==> src/rtl/bp_me_pkg.sv <==
// Shared definitions for the memory-endpoint coordinate-to-id map.
// Holds the bp_me_defines macros: the parameterised region entry struct
// bp_me_cord_region_s and its packed width macro, plus package helpers.
`ifndef BP_ME_DEFINES_SVH
`define BP_ME_DEFINES_SVH

// Packed region entry, MSB first: v, x_lo, y_lo, x_dim, y_dim, col_major,
// two_lce, cce_base, lce_base.
`define DECLARE_BP_ME_CORD_REGION_S(x_w, y_w, id_w) \
  typedef struct packed {                            \
    logic            v;                              \
    logic [x_w-1:0]  x_lo;                           \
    logic [y_w-1:0]  y_lo;                           \
    logic [x_w-1:0]  x_dim;                          \
    logic [y_w-1:0]  y_dim;                          \
    logic            col_major;                      \
    logic            two_lce;                        \
    logic [id_w-1:0] cce_base;                       \
    logic [id_w-1:0] lce_base;                       \
  } bp_me_cord_region_s

`define BP_ME_CORD_REGION_WIDTH(x_w, y_w, id_w) (3 + 2*(x_w) + 2*(y_w) + 2*(id_w))

`endif

package bp_me_pkg;

  // Index width for a table of n regions, never narrower than one bit.
  function automatic int unsigned region_width(input int unsigned n);
    return (n > 1) ? $clog2(n) : 1;
  endfunction

endpackage

==> src/rtl/bp_me_cord_region_match.sv <==
// Combinational match of one coordinate against one region entry.
// Produces the hit bit, the local index inside the region and the entry
// fields the id computation needs.
module bp_me_cord_region_match
  import bp_me_pkg::*;
#(
  parameter int unsigned x_cord_width_p = 4,
  parameter int unsigned y_cord_width_p = 4,
  parameter int unsigned id_width_p     = 6,
  localparam int unsigned entry_width_lp =
    `BP_ME_CORD_REGION_WIDTH(x_cord_width_p, y_cord_width_p, id_width_p)
) (
  input  logic [entry_width_lp-1:0] entry_i,
  input  logic [x_cord_width_p-1:0] x_i,
  input  logic [y_cord_width_p-1:0] y_i,
  output logic                      hit_o,
  output logic [id_width_p-1:0]     idx_o,
  output logic                      two_lce_o,
  output logic [id_width_p-1:0]     cce_base_o,
  output logic [id_width_p-1:0]     lce_base_o
);

  `DECLARE_BP_ME_CORD_REGION_S(x_cord_width_p, y_cord_width_p, id_width_p);

  bp_me_cord_region_s entry;
  logic [x_cord_width_p:0]   x_end;
  logic [y_cord_width_p:0]   y_end;
  logic [x_cord_width_p-1:0] lx;
  logic [y_cord_width_p-1:0] ly;
  logic [id_width_p-1:0]     row_idx;
  logic [id_width_p-1:0]     col_idx;

  assign entry = entry_i;

  // One extra bit so a region touching the mesh edge does not wrap around.
  assign x_end = {1'b0, entry.x_lo} + {1'b0, entry.x_dim};
  assign y_end = {1'b0, entry.y_lo} + {1'b0, entry.y_dim};

  assign hit_o = entry.v
               & (x_i >= entry.x_lo) & ({1'b0, x_i} < x_end)
               & (y_i >= entry.y_lo) & ({1'b0, y_i} < y_end);

  assign lx = x_i - entry.x_lo;
  assign ly = y_i - entry.y_lo;

  // Ids are taken modulo 2^id_width_p, so the index only needs that width.
  assign row_idx = id_width_p'(lx) + id_width_p'(entry.x_dim) * id_width_p'(ly);
  assign col_idx = id_width_p'(ly) + id_width_p'(entry.y_dim) * id_width_p'(lx);

  assign idx_o      = entry.col_major ? col_idx : row_idx;
  assign two_lce_o  = entry.two_lce;
  assign cce_base_o = entry.cce_base;
  assign lce_base_o = entry.lce_base;

endmodule

==> src/rtl/bp_me_cord_id_map.sv <==
// Programmable mesh-coordinate to CCE/LCE id translator.
// Two-stage pipeline: stage 1 registers the winning region and local index,
// stage 2 registers the final ids. Valid/ready on both sides.
// Optional feature macro: BP_ME_CORD_ID_MAP_MULTI_HIT_EN (reports overlaps).
module bp_me_cord_id_map
  import bp_me_pkg::*;
#(
  parameter int unsigned x_cord_width_p = 4,
  parameter int unsigned y_cord_width_p = 4,
  parameter int unsigned id_width_p     = 6,
  parameter int unsigned num_regions_p  = 5,
  localparam int unsigned region_width_lp = region_width(num_regions_p),
  localparam int unsigned cord_width_lp   = x_cord_width_p + y_cord_width_p,
  localparam int unsigned entry_width_lp  =
    `BP_ME_CORD_REGION_WIDTH(x_cord_width_p, y_cord_width_p, id_width_p)
) (
  input  logic                       clk_i,
  input  logic                       reset_i,
  input  logic [cord_width_lp-1:0]   cord_i,
  input  logic                       cord_v_i,
  output logic                       cord_ready_and_o,
  output logic [id_width_p-1:0]      cce_id_o,
  output logic [id_width_p-1:0]      lce_id0_o,
  output logic [id_width_p-1:0]      lce_id1_o,
  output logic                       miss_o,
  output logic                       multi_hit_o,
  output logic [region_width_lp-1:0] region_o,
  output logic                       id_v_o,
  input  logic                       id_ready_and_i,
  input  logic                       cfg_w_v_i,
  input  logic [region_width_lp-1:0] cfg_addr_i,
  input  logic [entry_width_lp-1:0]  cfg_data_i
);

  localparam logic [region_width_lp:0] num_regions_lp = (region_width_lp + 1)'(num_regions_p);

  logic [entry_width_lp-1:0] table_q [num_regions_p];
  logic                      cfg_in_range;

  logic [num_regions_p-1:0]  hit;
  logic [num_regions_p-1:0]  two_lce;
  logic [id_width_p-1:0]     idx      [num_regions_p];
  logic [id_width_p-1:0]     cce_base [num_regions_p];
  logic [id_width_p-1:0]     lce_base [num_regions_p];

  logic                       win_v;
  logic [region_width_lp-1:0] win_region;
  logic [id_width_p-1:0]      win_idx;
  logic                       win_two_lce;
  logic [id_width_p-1:0]      win_cce_base;
  logic [id_width_p-1:0]      win_lce_base;

  logic                       s1_en;
  logic                       s2_en;
  logic                       accept;

  logic                       s1_v_q;
  logic                       s1_miss_q;
  logic [region_width_lp-1:0] s1_region_q;
  logic [id_width_p-1:0]      s1_idx_q;
  logic                       s1_two_lce_q;
  logic [id_width_p-1:0]      s1_cce_base_q;
  logic [id_width_p-1:0]      s1_lce_base_q;

  logic [id_width_p-1:0]      lce0_next;
  logic [id_width_p-1:0]      lce1_next;

  logic                       s2_v_q;
  logic                       s2_miss_q;
  logic [region_width_lp-1:0] s2_region_q;
  logic [id_width_p-1:0]      s2_cce_q;
  logic [id_width_p-1:0]      s2_lce0_q;
  logic [id_width_p-1:0]      s2_lce1_q;

  assign cfg_in_range = ({1'b0, cfg_addr_i} < num_regions_lp);

  // Region table: writes land at the edge, so a same-cycle lookup sees the old entry.
  always_ff @(posedge clk_i or posedge reset_i) begin
    if (reset_i) begin
      for (int i = 0; i < int'(num_regions_p); i++) begin
        table_q[i] <= '0;
      end
    end else if (cfg_w_v_i && cfg_in_range) begin
      table_q[cfg_addr_i] <= cfg_data_i;
    end
  end

  for (genvar g = 0; g < int'(num_regions_p); g++) begin : g_region
    bp_me_cord_region_match #(
      .x_cord_width_p (x_cord_width_p),
      .y_cord_width_p (y_cord_width_p),
      .id_width_p     (id_width_p)
    ) u_match (
      .entry_i    (table_q[g]),
      .x_i        (cord_i[x_cord_width_p-1:0]),
      .y_i        (cord_i[cord_width_lp-1:x_cord_width_p]),
      .hit_o      (hit[g]),
      .idx_o      (idx[g]),
      .two_lce_o  (two_lce[g]),
      .cce_base_o (cce_base[g]),
      .lce_base_o (lce_base[g])
    );
  end

  // Priority select: scanning downward leaves the lowest matching index as winner.
  always_comb begin
    win_v        = 1'b0;
    win_region   = '0;
    win_idx      = '0;
    win_two_lce  = 1'b0;
    win_cce_base = '0;
    win_lce_base = '0;
    for (int i = int'(num_regions_p) - 1; i >= 0; i--) begin
      if (hit[i]) begin
        win_v        = 1'b1;
        win_region   = region_width_lp'(i);
        win_idx      = idx[i];
        win_two_lce  = two_lce[i];
        win_cce_base = cce_base[i];
        win_lce_base = lce_base[i];
      end
    end
  end

  assign s2_en            = ~s2_v_q | id_ready_and_i;
  assign s1_en            = ~s1_v_q | s2_en;
  assign cord_ready_and_o = s1_en;
  assign accept           = cord_v_i & s1_en;

  // Stage 1: capture winner, index and bases so later cfg writes cannot disturb it.
  always_ff @(posedge clk_i or posedge reset_i) begin
    if (reset_i) begin
      s1_v_q        <= 1'b0;
      s1_miss_q     <= 1'b0;
      s1_region_q   <= '0;
      s1_idx_q      <= '0;
      s1_two_lce_q  <= 1'b0;
      s1_cce_base_q <= '0;
      s1_lce_base_q <= '0;
    end else if (s1_en) begin
      s1_v_q <= cord_v_i;
      if (accept) begin
        // A miss zeroes everything so stage 2 naturally produces all-zero ids.
        s1_miss_q     <= ~win_v;
        s1_region_q   <= win_region;
        s1_idx_q      <= win_idx;
        s1_two_lce_q  <= win_two_lce;
        s1_cce_base_q <= win_cce_base;
        s1_lce_base_q <= win_lce_base;
      end
    end
  end

  // Final id arithmetic, all modulo 2^id_width_p.
  always_comb begin
    lce0_next = s1_lce_base_q + (s1_two_lce_q ? (s1_idx_q << 1) : s1_idx_q);
    lce1_next = lce0_next + id_width_p'(s1_two_lce_q);
  end

  // Stage 2: output registers, held while the consumer stalls.
  always_ff @(posedge clk_i or posedge reset_i) begin
    if (reset_i) begin
      s2_v_q      <= 1'b0;
      s2_miss_q   <= 1'b0;
      s2_region_q <= '0;
      s2_cce_q    <= '0;
      s2_lce0_q   <= '0;
      s2_lce1_q   <= '0;
    end else if (s2_en) begin
      s2_v_q <= s1_v_q;
      if (s1_v_q) begin
        s2_miss_q   <= s1_miss_q;
        s2_region_q <= s1_region_q;
        s2_cce_q    <= s1_cce_base_q + s1_idx_q;
        s2_lce0_q   <= lce0_next;
        s2_lce1_q   <= lce1_next;
      end
    end
  end

`ifdef BP_ME_CORD_ID_MAP_MULTI_HIT_EN
  logic multi;
  logic s1_multi_q;
  logic s2_multi_q;

  // Two or more set bits: clearing the lowest one still leaves something.
  assign multi = |(hit & (hit - num_regions_p'(1)));

  // Overlap flag travels alongside the lookup through both stages.
  always_ff @(posedge clk_i or posedge reset_i) begin
    if (reset_i) begin
      s1_multi_q <= 1'b0;
      s2_multi_q <= 1'b0;
    end else begin
      if (accept) begin
        s1_multi_q <= multi;
      end
      if (s2_en && s1_v_q) begin
        s2_multi_q <= s1_multi_q;
      end
    end
  end

  assign multi_hit_o = s2_multi_q;
`else
  assign multi_hit_o = 1'b0;
`endif

  assign id_v_o    = s2_v_q;
  assign miss_o    = s2_miss_q;
  assign region_o  = s2_region_q;
  assign cce_id_o  = s2_cce_q;
  assign lce_id0_o = s2_lce0_q;
  assign lce_id1_o = s2_lce1_q;

endmodule

==> config.mk <==
export PLATFORM = sky130hd
export DESIGN_NAME = bp_me_cord_id_map
export DESIGN_NICKNAME = d
export VERILOG_FILES = /design/src/rtl/bp_me_pkg.sv /design/src/rtl/bp_me_cord_region_match.sv /design/src/rtl/bp_me_cord_id_map.sv
export SDC_FILE = /design/constraint.sdc
export NUM_CORES = 1
export LEC_CHECK = 0
export CAP_MARGIN = 5
export CORE_AREA = 2 2 168 211
export DETAILED_ROUTE_END_ITERATION = 8
export DIE_AREA = 0 0 170 213
export GPL_TIMING_DRIVEN = 0
export PLACE_DENSITY_LB_ADDON = 0.12
export SYNTH_ARGS = -nofsm -noshare
export SYNTH_HDL_FRONTEND = slang
export SYNTH_SLANG_ARGS = --single-unit
==> constraint.sdc <==
create_clock -name clk_i -period 13.64 [get_ports clk_i]
set_input_delay 2.046 -clock clk_i [delete_from_list [all_inputs] [get_ports clk_i]]
set_output_delay 2.046 -clock clk_i [all_outputs]
set_load 0.02 [all_outputs]
Word level (Yosys, flattened, before mapping). Index checks and enable logic that the tools add are counted.

$add $sub $neg: 33. Multiply operators: 10. Divide/modulo/power cells: 0. $lt $le $gt $ge: 23. Eq/ne operators: 0. Shifts and indexed selects: 0. Muxes and demuxes: 39. Bitwise gates (word level): 27. Reductions and logical operators: 4.

Operators with widths (number): bitwise mux 155 bit (1); two-way mux 6 bit (21); demux 31 bit (select 3 bit) (1); adder 4 x 6 -> 6 bit (10); multiplier 4 x 4 -> 6 bit (10); adder 4 x 4 -> 5 bit (10); < comparator 4 x 5 -> 1 bit (10); greater-or-equal comparator 4 bit (10); subtractor 4 bit (10); two-way mux 31 bit (1); AND 1 bit (21); two-way mux 3 bit (5); adder 6 bit (2); two-way mux 1 bit (10); adder 6 x 1 -> 6 bit (1); greater-or-equal comparator 4 bit, second input constant (1); < comparator 4 x 1 -> 1 bit, second input constant (1); inverter 3 -> 4 bit (1); AND reduction 2 bit (2); < comparator 3 bit, second input constant (1); inverter 1 bit (3); logical AND 1 bit (2); bitwise OR 1 bit (2).

Flip-flop bits (word level): 202. Bits in latches: 0. Bits in writable memories: 0. ROM bits: 0. Output and inout port bits: 25. Logic and storage cells: 154. Memories: 0.

Logic depth before layout (Yosys ltp). Gate-level depths: netlist (run 1).

Depth after elaboration: 11. Depth in mapped cells: 20. Depth with buffers taken out: 20.

By module. A second synthesis (run 1) with hierarchy kept.

Cells, all modules: 1718. Area total of the unflattened synthesis: 17714.5 µm².

Modules (own cells, without submodules): bp_me_cord_region_match (instances 5, cells an instance 211, area each 1801.7 µm²); bp_me_cord_id_map (instances 1, cells an instance 663, area each 8705.8 µm²).

Least setup slack after synthesis (run 1). No wires, ideal clock.

Path type: input-to-reg. Start: in cord_i[0]. End: reg s1_idx_q[5]. Data arrival time: 6.163 ns. Slack: 7.343 ns. Cell stages on the path: 18. Buffers on the path: 0. Path through: inv_1 > ha_1 > inv_1 > fa_1 > xor2_1 > nand2_1 > fa_1 > fa_1 > fa_1 > inv_1 > ha_1 > a21o_1 > a21oi_1 > xnor2_1 > a211o_1 > and4_1 > a211oi_1 > o31ai_2.

Word-level cells in the longest chain between the ends: 10. Elaborated cells on any way between the ends: 60. Those cells by class: add/sub (15); mul (5); order compare (10); mux (10); bitwise (20).

Ends and longest elaborated chain: start, declared (RTL line bp_me_cord_id_map.sv:19) `input logic [cord_width_lp-1:0] cord_i,`; parallel branches: the longest is 9 deep, another holds multiplier 4 x 4 -> 6 bit; two-way mux 6 bit * (RTL line bp_me_cord_id_map.sv:114) `if (hit[i]) begin`; end signal, assigned (RTL line bp_me_cord_id_map.sv:146) `s1_idx_q <= win_idx;`; end, declared (RTL line bp_me_cord_id_map.sv:60) `logic [id_width_p-1:0] s1_idx_q;`.

Mark *: on every way between the ends. A chain may end at the register's enable or synchronous reset.

Final worst setup path (run 1).
Start: in cord_i[1]. End: reg s1_idx_q[5].

The elaborated chain is that of the path after synthesis.

==> reports/qor.txt, run 1 <==
Status -> complete, no violations
Reg-to-reg critical path endpoint -> s1_idx_q[5]
# Post-CTS Setup Buffers -> 0
WL final -> 44.9 mm
Die X -> 170 um
Pre-CTS setup slack -> 5.34 ns
Port Buffer Count -> 70
Post-Syn Area -> 0.0169 mm2
Htree depth -> 1
WHS Path Cells -> 1
Die Area -> 0.0362 mm2
Unrepaired setup endpoints after global routing -> false
EDFF count, synth -> 0
CP top delay family -> adder cells
Post-synth top flop -> dfrtp_1
Design area -> 0.0190 mm2
CP endpoint kind -> flop
Root buffer cell -> clkbuf_16
Worst R2R Setup Slack -> 8.22 ns
Clk slew on worst S/H paths -> 0.06 ns
Worst skew pair latency -> 0.52 ns
DRT Pass-1 Iters -> 5
Fin. Hold Viols -> 0
Vias per cell -> 5.56
Largest net degree at the start of global routing -> 130
Syn Area/Cell -> 10.4 um2
Cell depth of the worst setup path -> 18
Kind of critical path -> primary input to flop
Initial detailed-routing violation count -> 489
Rel. slew slack -> 20.2%
Layout cells sized above 1 -> 12.0%
Overall power -> 4.36 mW
# fillers -> 3074
DR vias -> 12100
Die Span Y -> 213 um
Class of the worst hold path -> flop to flop
Deepest clock path buffer count -> 3
CTS tree -> built
Max Freq -> 128 MHz
Initial core utilization -> 49.4%
Synth warn -> 0
CP max FO -> 15
Detail Route Antenna Nets -> 0
Final setup margin -> 5.83 ns
Power per standard cell area -> 229 mW/mm2
Hold EP -> lce_id0_o[5]
Net count after synthesis -> 1986
Total CTS buffers -> 23
Nets -> 2084
Total area of sequential cells -> 0.00505 mm2
Vias in the first global route -> 12800
Final HPWL from detailed placement -> 34.6 mm
Max-cap viol count -> 0
Layout area overhead -> 12.5%
Final setup vio count -> 0
CP max stage cell -> clkdlybuf4s50_1
Worst-Margin Slew -> 1.19 ns
Cells on worst reg2reg path -> 18
Hold Crit Start -> lce_id0_o[5]
Reg2Reg Launch Point -> table_q[27]
Gr usage total -> 26.1%
CP Buf/Inv Count -> 2
Startpoint types -> primary input
Max-slew violation count -> 0
Site Rows -> 76
Fraction of registers with async set/reset -> 100%
TNS Setup -> 0 ns
Per-cell routed wire length -> 20.7 um
Post-Synthesis Cells -> 1626
Leakage -> 9.25 nW
PostCTS Resize Cnt -> 0
Drt drc -> 0
Dpl cell area -> 0.0182 mm2
Routability cong. -> 0.893
Post-Place Cells -> 2128
Final Non-Filler Cells -> 2168
Sequential fraction of the synthesis area -> 29.9%
# IOs -> 72
Data arrival, critical path -> 8.19 ns
Max incr delay on CP -> 1.01 ns
Area of the multi-input gates -> 0.0111 mm2
Fin crit period -> 7.81 ns
CORE AREA -> 0.0342 mm2
FF+latch count, synth -> 202
Grt ovf -> 0
First-pass GRT wire length -> 71.7 mm
CTS hold repair buffers -> 0
CP Cell Sequence -> clkdlybuf4s50_1 -> ha_1 -> a21o_1 -> a21oi_1 -> xnor2_1 -> nand2_1 -> fa_1 -> fa_1 -> fa_1 -> inv_1 -> ha_1 -> a21o_1 -> a21oi_1 -> xnor2_1 -> a211o_1 -> and4_1 -> a211oi_1 -> o31ai_2
Sink Count -> 202
Most used cell, CP -> fa_1
Tcrit/Tclk final -> 57.3%
Final Skew -> 0.0152 ns
Initial antenna violation count -> 1
N_diodes -> 0
Critical Path RT -> 14.02 ns
Maximum VDD drop -> 0.000105 V
Synth unique cells -> 53
## area by class of cell
class,instances,share of cell area [%]
plain buffers,40,0.842
clock buffers,32,3.47
clock inverters,8,0.770
inverters,169,3.37
multi-input cells,1215,58.2
flip-flops and latches,202,26.6
well taps,429,2.82
repair buffers,73,3.95
## logic make-up (layout without fill, tap and decap cells)
logic type      Yosys count  after routing  share of synthesized area [%]
xor+xnor                116            116                           6.01
other cells               1              1                         0.0222
fa+ha+maj               313            313                           26.8
compound gates          303            303                           11.4
mux                     182            182                           11.9
flops                   202            202                           29.9
simple gates            300            300                           9.26
buf+inv                 209            322                           4.70
## state kept, by name, summed over array words and instances, names as in the netlist
| register | flops |
|---|---|
| table_q | 155 |
| cce_id_o | 6 |
| lce_id0_o | 6 |
| lce_id1_o | 6 |
| s1_cce_base_q | 6 |
| s1_idx_q | 6 |
| s1_lce_base_q | 6 |
| region_o | 3 |
| s1_region_q | 3 |
| id_v_o | 1 |
| miss_o | 1 |
| s1_miss_q | 1 |
| s1_two_lce_q | 1 |
| s1_v_q | 1 |
## cells in the mapped netlist, types with 3 or more instances
| library cell | count | area [um2] |
|---|---|---|
| ha_1 | 231 | 2890 |
| dfrtp_1 | 202 | 5050 |
| inv_1 | 169 | 634 |
| mux2_2 | 153 | 1720 |
| nand2_1 | 111 | 417 |
| a21oi_1 | 93 | 465 |
| fa_1 | 82 | 1640 |
| o21ai_0 | 75 | 375 |
| xnor2_1 | 73 | 639 |
| a21o_1 | 61 | 458 |
| and2_1 | 61 | 382 |
| xor2_1 | 43 | 377 |
| nor2b_1 | 39 | 244 |
| mux2i_1 | 29 | 290 |
| nor2_1 | 28 | 105 |
| clkbuf_1 | 27 | 101 |
| a22o_1 | 14 | 123 |
| nand2b_1 | 13 | 81.3 |
| or3_1 | 13 | 81.3 |
| a211o_1 | 9 | 78.8 |
| nor3_1 | 8 | 40.0 |
| a211oi_1 | 7 | 52.6 |
| a31oi_1 | 7 | 43.8 |
| buf_1 | 7 | 26.3 |
| o21bai_1 | 7 | 52.6 |
| and3_1 | 5 | 31.3 |
| buf_2 | 5 | 25.0 |
| nand3_1 | 5 | 25.0 |
| a21boi_0 | 4 | 30.0 |
| o21a_1 | 4 | 30.0 |
| a221oi_1 | 3 | 26.3 |
| and4_1 | 3 | 26.3 |
| nand3b_1 | 3 | 22.5 |
| nand4_1 | 3 | 18.8 |
| o211ai_1 | 3 | 22.5 |
| o41ai_1 | 3 | 26.3 |
## layout by cell type (no fill, tap or decap), types with 4 or more instances in the layout
master / n
ha_1: 231
dfrtp_1: 202
inv_1: 168
mux2_2: 153
nand2_1: 111
a21oi_1: 93
fa_1: 82
o21ai_0: 75
xnor2_1: 73
clkdlybuf4s50_1: 70
and2_1: 61
a21o_1: 61
xor2_1: 43
nor2b_1: 39
clkbuf_1: 31
mux2i_1: 29
nor2_1: 28
clkbuf_16: 23
a22o_1: 14
nand2b_1: 13
or3_1: 13
a211o_1: 9
buf_1: 7
a31oi_1: 7
o21bai_1: 7
a211oi_1: 7
nor3_1: 6
nand3_1: 5
buf_2: 5
and3_1: 5
clkbuf_8: 5
a21boi_0: 4
o21a_1: 4
bufinv_16: 4
## stage by stage
stage                     hold slack (ns)  utilization (%)
after floorplan                     0.445                -
after global placement              0.464             53.0
after detailed placement            0.466             53.2
after CTS                           0.481             55.6
after global routing                0.502             55.6
final                               0.478             55.6
## layer usage
metal	up-vias	global-route usage (%)	wire, um
met1	5986	32.3	19000
met4	0	9.37	1620
met2	215	47.0	22700
li1	5783	-	-
met3	77	2.74	1480
met5	-	0	0
## how the worst max path moves through the flow
stage / start / to / slack [ns]
floorplan: reset_i / cce_id_o[0] / 6.08
global placement: reset_i / id_v_o / 3.13
detailed placement: cord_i[5] / s1_idx_q[5] / 5.34
CTS: cord_i[1] / s1_idx_q[5] / 5.86
global route: cord_i[5] / s1_idx_q[5] / 5.62
finish: cord_i[1] / s1_idx_q[5] / 5.83
## power breakdown
part	internal, mW	total, mW	switching [mW]
clock network	0.412	0.669	0.257
registers	0.759	0.907	0.148
logic	1.28	2.79	1.51
total	2.45	4.36	1.91
No activity file was read; power rests on OpenSTA's default activity.
==> inputs of run 2 (changes only) <==
==> constraint.sdc (replaced) <==
create_clock -name clk_i -period 7.6 [get_ports clk_i]
set_input_delay 1.14 -clock clk_i [delete_from_list [all_inputs] [get_ports clk_i]]
set_output_delay 1.14 -clock clk_i [all_outputs]
set_load 0.02 [all_outputs]
==> results of run 2 <==
The final DEF is identical to that of run 1. Status: complete, no violations.
Main changes from that run: setup slack after placement 5.34 ns -> 0.209 ns; setup slack after layout 5.83 ns -> 0.696 ns; register-to-register setup slack 8.22 ns -> 2.18 ns; total power 4.36 mW -> 7.83 mW; worst IR drop on VDD 0.000105 V -> 0.000188 V
